## src/rtl/cart_audio_mixer.sv

```systemverilog
// Purpose: time-multiplexed stereo mixer for TIA/POKEY/YM/Covox with per-source gain, saturation and optional one-pole LPF.
// Latency: 6 clk_sys edges from an accepted sample_ce to updated audio_l/audio_r; sample_valid is high for the cycle after.
// Backpressure: none; sample_ce arriving while a mix is in flight is dropped and sets the sticky overrun flag.
module cart_audio_mixer #(
  parameter int ACC_W     = 20,
  parameter int LPF_SHIFT = 2
) (
  input  logic               clk_sys,
  input  logic               reset_n,
  input  logic               sample_ce,
  input  logic [15:0]        tia_audio,
  input  logic [15:0]        pokey_audio_l,
  input  logic [15:0]        pokey_audio_r,
  input  logic [15:0]        ym_audio_l,
  input  logic [15:0]        ym_audio_r,
  input  logic [15:0]        covox_l,
  input  logic [15:0]        covox_r,
  input  logic [7:0]         gain,
  input  logic               lpf_en,
  output logic signed [15:0] audio_l,
  output logic signed [15:0] audio_r,
  output logic               sample_valid,
  output logic               overrun
);

  typedef enum logic [2:0] {IDLE, SRC0, SRC1, SRC2, SRC3, SAT, FILT} state_t;

  localparam logic signed [ACC_W-1:0] MAX_V = ACC_W'(32767);
  localparam logic signed [ACC_W-1:0] MIN_V = ACC_W'(-32768);

  state_t state, state_nx;

  // Snapshot registers; unsigned sources keep only bits [15:1] since they are halved anyway.
  logic [14:0]        tia_q, pokey_l_q, pokey_r_q, covox_l_q, covox_r_q;
  logic signed [15:0] ym_l_q, ym_r_q;
  logic [7:0]         gain_q;
  logic               lpf_q;

  logic signed [ACC_W-1:0] acc_l, acc_r, term_l, term_r;
  logic signed [15:0]      sat_l, sat_r;
  logic signed [16:0]      diff_l, diff_r, step_l, step_r, sum_l, sum_r;

  // Sign-extend to accumulator width, then apply the 2-bit gain code as a shift.
  function automatic logic signed [ACC_W-1:0] scale(input logic signed [15:0] v, input logic [1:0] g);
    logic signed [ACC_W-1:0] ext;
    ext = {{(ACC_W-16){v[15]}}, v};
    case (g)
      2'd0:    scale = '0;
      2'd1:    scale = ext >>> 2;
      2'd2:    scale = ext >>> 1;
      default: scale = ext;
    endcase
  endfunction

  // Unsigned 16-bit sample mapped onto 0..32767.
  function automatic logic signed [15:0] uns(input logic [14:0] x);
    uns = {1'b0, x};
  endfunction

  function automatic logic signed [15:0] sat16(input logic signed [ACC_W-1:0] a);
    if (a > MAX_V)      sat16 = 16'sh7FFF;
    else if (a < MIN_V) sat16 = 16'sh8000;
    else                sat16 = a[15:0];
  endfunction

  // Bits of inputs and intermediate sums that are intentionally dropped.
  logic unused_bits;
  assign unused_bits = ^{tia_audio[0], pokey_audio_l[0], pokey_audio_r[0],
                         covox_l[0], covox_r[0], sum_l[16], sum_r[16]};

  // State register.
  always_ff @(posedge clk_sys or negedge reset_n) begin
    if (!reset_n) state <= IDLE;
    else          state <= state_nx;
  end

  // Next-state: fixed walk through the four sources, saturate, filter.
  always_comb begin
    state_nx = state;
    case (state)
      IDLE:    if (sample_ce) state_nx = SRC0;
      SRC0:    state_nx = SRC1;
      SRC1:    state_nx = SRC2;
      SRC2:    state_nx = SRC3;
      SRC3:    state_nx = SAT;
      SAT:     state_nx = FILT;
      FILT:    state_nx = IDLE;
      default: state_nx = IDLE;
    endcase
  end

  // Select the gain-scaled term for the source addressed by the current state.
  always_comb begin
    term_l = '0;
    term_r = '0;
    case (state)
      SRC0: begin
        term_l = scale(uns(tia_q), gain_q[1:0]);
        term_r = term_l;
      end
      SRC1: begin
        term_l = scale(uns(pokey_l_q), gain_q[3:2]);
        term_r = scale(uns(pokey_r_q), gain_q[3:2]);
      end
      SRC2: begin
        term_l = scale(ym_l_q, gain_q[5:4]);
        term_r = scale(ym_r_q, gain_q[5:4]);
      end
      SRC3: begin
        term_l = scale(uns(covox_l_q), gain_q[7:6]);
        term_r = scale(uns(covox_r_q), gain_q[7:6]);
      end
      default: ;
    endcase
  end

  // One-pole filter step at 17 bits; the result always lies between y and sat so it fits 16 bits.
  always_comb begin
    diff_l = {sat_l[15], sat_l} - {audio_l[15], audio_l};
    diff_r = {sat_r[15], sat_r} - {audio_r[15], audio_r};
    step_l = diff_l >>> LPF_SHIFT;
    step_r = diff_r >>> LPF_SHIFT;
    sum_l  = {audio_l[15], audio_l} + step_l;
    sum_r  = {audio_r[15], audio_r} + step_r;
  end

  // Datapath: snapshot, accumulate, saturate, filter/output, overrun tracking.
  always_ff @(posedge clk_sys or negedge reset_n) begin
    if (!reset_n) begin
      tia_q        <= '0;
      pokey_l_q    <= '0;
      pokey_r_q    <= '0;
      ym_l_q       <= '0;
      ym_r_q       <= '0;
      covox_l_q    <= '0;
      covox_r_q    <= '0;
      gain_q       <= '0;
      lpf_q        <= 1'b0;
      acc_l        <= '0;
      acc_r        <= '0;
      sat_l        <= '0;
      sat_r        <= '0;
      audio_l      <= '0;
      audio_r      <= '0;
      sample_valid <= 1'b0;
      overrun      <= 1'b0;
    end else begin
      sample_valid <= 1'b0;
      if (sample_ce && state != IDLE) overrun <= 1'b1;
      case (state)
        IDLE: begin
          if (sample_ce) begin
            tia_q     <= tia_audio[15:1];
            pokey_l_q <= pokey_audio_l[15:1];
            pokey_r_q <= pokey_audio_r[15:1];
            ym_l_q    <= ym_audio_l;
            ym_r_q    <= ym_audio_r;
            covox_l_q <= covox_l[15:1];
            covox_r_q <= covox_r[15:1];
            gain_q    <= gain;
            lpf_q     <= lpf_en;
            acc_l     <= '0;
            acc_r     <= '0;
          end
        end
        SRC0, SRC1, SRC2, SRC3: begin
          acc_l <= acc_l + term_l;
          acc_r <= acc_r + term_r;
        end
        SAT: begin
          sat_l <= sat16(acc_l);
          sat_r <= sat16(acc_r);
        end
        FILT: begin
          audio_l      <= lpf_q ? sum_l[15:0] : sat_l;
          audio_r      <= lpf_q ? sum_r[15:0] : sat_r;
          sample_valid <= 1'b1;
        end
        default: ;
      endcase
    end
  end

endmodule
```

## config.mk

```make
export PLATFORM = sky130hd
export DESIGN_NAME = cart_audio_mixer
export DESIGN_NICKNAME = d
export VERILOG_FILES = /design/src/rtl/cart_audio_mixer.sv
export SDC_FILE = /design/constraint.sdc
export NUM_CORES = 1
export LEC_CHECK = 0
export CORE_ASPECT_RATIO = 1.4
export CORE_MARGIN = 4
export CORE_UTILIZATION = 45
export CTS_BUF_LIST = sky130_fd_sc_hd__clkbuf_4 sky130_fd_sc_hd__clkbuf_8
export CTS_CLUSTER_DIAMETER = 200
export DETAILED_ROUTE_END_ITERATION = 7
export GPL_TIMING_DRIVEN = 1
export PLACE_DENSITY = 0.66
export SLEW_MARGIN = 20
export SYNTH_ARGS = -nofsm -noshare
export SYNTH_HDL_FRONTEND = slang
export SYNTH_SLANG_ARGS = --single-unit
```

## constraint.sdc

```tcl
create_clock -name clk_sys -period 8.75 [get_ports clk_sys]
set_input_delay 2.625 -clock clk_sys [delete_from_list [all_inputs] [get_ports clk_sys]]
set_output_delay 2.625 -clock clk_sys [all_outputs]
set_load 0.05 [all_outputs]
```

==> flow_summary.json <==
{
  "cts_buffer_depth": 3,
  "drive_gt1_share_pct": 13.8,
  "synth_top_flop_cell": "dfrtp_1",
  "status": "finished clean",
  "path_delay_family": "compound AO/OA/AOI/OAI gates",
  "cts_buffers": 39,
  "viasPerCell": 5.67,
  "drv_slew": 0,
  "design.core.area_mm2": 0.0340,
  "drv_cap": 0,
  "cts_resized": 0,
  "cts.sinks": 225,
  "h-tree-depth": 2,
  "min_to": "overrun",
  "seq_area_frac_synth_pct": 36.3,
  "cts_setup_buffers": 0,
  "slowest_stage": "dfrtp_2",
  "syn_avg_cell_area_um2": 9.64,
  "hp-start": "overrun",
  "clockRootBuffer": "clkbuf_8",
  "syn-num-nets": 1836,
  "syn_area_mm2": 0.0155,
  "numPortBuffers": 152,
  "fin_crit_sh_pct": 56.6,
  "cp_max_fo": 32,
  "hp-class": "flop to flop",
  "yosysWarnings": 0,
  "period_needed_ns": 4.96,
  "layout_common_cells": "221 x dfrtp_1, 151 x clkdlybuf4s50_1, 143 x a21oi_1, 142 x nand2_1, 132 x mux2_2",
  "routed_wl_um": 39700,
  "synth_cell_type_count": 67,
  "grt_setup_unrepaired": "no",
  "setup_viol": 0,
  "final_common_cell": "dfrtp_1",
  "critPathMaxStageDelay_ns": 0.76,
  "finClkSkew_ns": 0.0258,
  "grt_pass1_wl_um": 64000,
  "drt-pass1-iter-count": 5,
  "wl_per_cell_um": 18.1,
  "cts-hold-fix-buffers": 0,
  "antenna_found_initial": 4,
  "r2r_cells": 16,
  "insertion_delay_ns": 0.56,
  "drc": 0,
  "r2r_start": "gain_q[4]",
  "pin_count": 158,
  "synth_edf_count": 0,
  "critPathLaunchType": "flop",
  "crit_required_ns": 9.19,
  "grt-ovfl-total": 0,
  "rrSetupSlack_ns": 3.79,
  "end_kind": "flop",
  "finalSetupTns_ns": 0,
  "die_w_um": 165,
  "die_area_mm2": 0.0376,
  "antenna_left": 0,
  "die_h_um": 228,
  "setup.worst_path.class": "flop to flop",
  "finalHoldViolCount": 0,
  "nets": 1945,
  "syn2layout_area_growth_pct": 16.9,
  "initial_core_util_pct": 45.6,
  "cp_num_buf_inv": 1,
  "cp_cell_sequence": "buf_4 -> mux2_2 -> a21oi_1 -> o21ai_0 -> a221o_1 -> ha_1 -> fa_1 -> a211o_1 -> a21oi_2 -> o21ai_1 -> a211oi_2 -> o31a_1 -> nor3_1 -> a2111oi_2 -> xnor2_1 -> a22o_1",
  "place_hpwl_um": 30400,
  "max_clock_freq_mhz": 202,
  "grt_max_degree": 114,
  "drt_iter0_markers": 700,
  "hold_path_depth": 1,
  "gp_congestion": 0.915,
  "clk_pin_slew_worst_paths_ns": 0.06,
  "via_count": 12500,
  "syn_inst": 1610,
  "grt_pass1_vias": 12300,
  "ys_seq_elements": 225,
  "ys_async_sr_fraction_pct": 100,
  "cts_tree": "built",
  "r2r_end": "acc_l[18]",
  "worst_ep_arrival_time_ns": 5.39,
  "tightest_slew_ns": 1.06,
  "grtUsageTotal_pct": 21.0,
  "slew_headroom_pct": 29.1,
  "rows": 80
}
-- cell type report --
class,count,area (um2)
Antenna cell,1,2.50
Timing Repair Buffer,166,1640
Fill cell,3152,15900
Tap cell,451,564
Sequential cell,225,5640
Clock buffer,57,709
Multi-Input combinational cell,1241,9370
Clock inverter,9,47.5
Inverter,46,173
-- state kept, by name, summed over array words and instances (netlist names), 3 cells and up --
| signal | cells |
|---|---|
| covox_l_q | 15 |
| acc_l | 20 |
| audio_l | 16 |
| gain_q | 8 |
| pokey_r_q | 15 |
| pokey_l_q | 15 |
| sat_l | 16 |
| covox_r_q | 15 |
| ym_r_q | 16 |
| state | 3 |
| sat_r | 16 |
| tia_q | 15 |
| acc_r | 20 |
| audio_r | 16 |
| ym_l_q | 16 |
-- how the worst max path moves through the flow --
stage	cells past startpoint	startpoint	end	slack [ns]
6_report	16	gain_q[4]	acc_l[18]	3.79
5_1_grt	17	gain_q[0]	acc_r[18]	3.54
4_1_cts	17	gain_q[0]	acc_r[18]	3.82
3_5_place_dp	4	sample_ce	gain_q[4]	3.45
3_3_place_gp	4	sample_ce	gain_q[2]	3.47
2_1_floorplan	19	audio_l[2]	audio_l[15]	4.49
-- layer usage --
layer,track usage (%),routed length [um]
met1,25.1,16500
met3,3.50,1510
met5,0,17
met4,9.65,2020
met2,36.6,19700
-- logic make-up (layout without fill, tap and decap cells) --
logic type,after synthesis,count (layout),share of synthesized area [%]
AO/OA/AOI/OAI,471,471,19.9
multiplexers,236,236,16.3
XOR/XNOR,76,76,4.29
other,0,1,0
AND/OR/NAND/NOR,356,356,11.3
adder cells (fa/ha/maj),102,102,8.41
flip-flops,225,225,36.3
buffers and inverters,144,278,3.51
-- stage by stage --
step	area, um2	utilization [%]	setup slack [ns]	cells	hold WS (ns)
5_1_grt	18100	53.3	3.54	2196	0.491
2_1_floorplan	15500	-	4.49	1610	0.451
3_5_place_dp	17400	51.1	3.45	2129	0.443
6_report	18100	53.3	3.79	2196	0.454
3_3_place_gp	17400	51.1	3.47	2129	0.443
4_1_cts	18100	53.3	3.82	2195	0.457
-- synth_stat cells (21+ instances only) --
library cell  number  area, um2
ha_1              98       1230
nor3_1            21        105
a22o_1            36        315
a21oi_1          143        716
or4_1             24        180
mux2_2           132       1490
a211oi_1          93        698
xor2_1            25        219
inv_1             46        173
o21ai_0           93        465
mux2i_1          104       1040
xnor2_1           51        447
dfrtp_1          225       5630
clkbuf_1          87        327
nand3_1           22        110
nand2_1          142        533
nor2_1            56        210
-- worst register-to-register path: cells and delay by family, from the launching register on --
kind / cells / cell delay (ns)
AO/OA/AOI/OAI: 10 / 2.39
XOR/XNOR: 1 / 0.10
adder cells (fa/ha/maj): 2 / 0.66
buffers and inverters: 1 / 0.47
flip-flops: 1 / 0.76
multiplexers: 1 / 0.39
AND/OR/NAND/NOR: 1 / 0.09
Power is not shown: default switching activity piles up to over one toggle a cycle in this logic, so the estimate is an artifact.
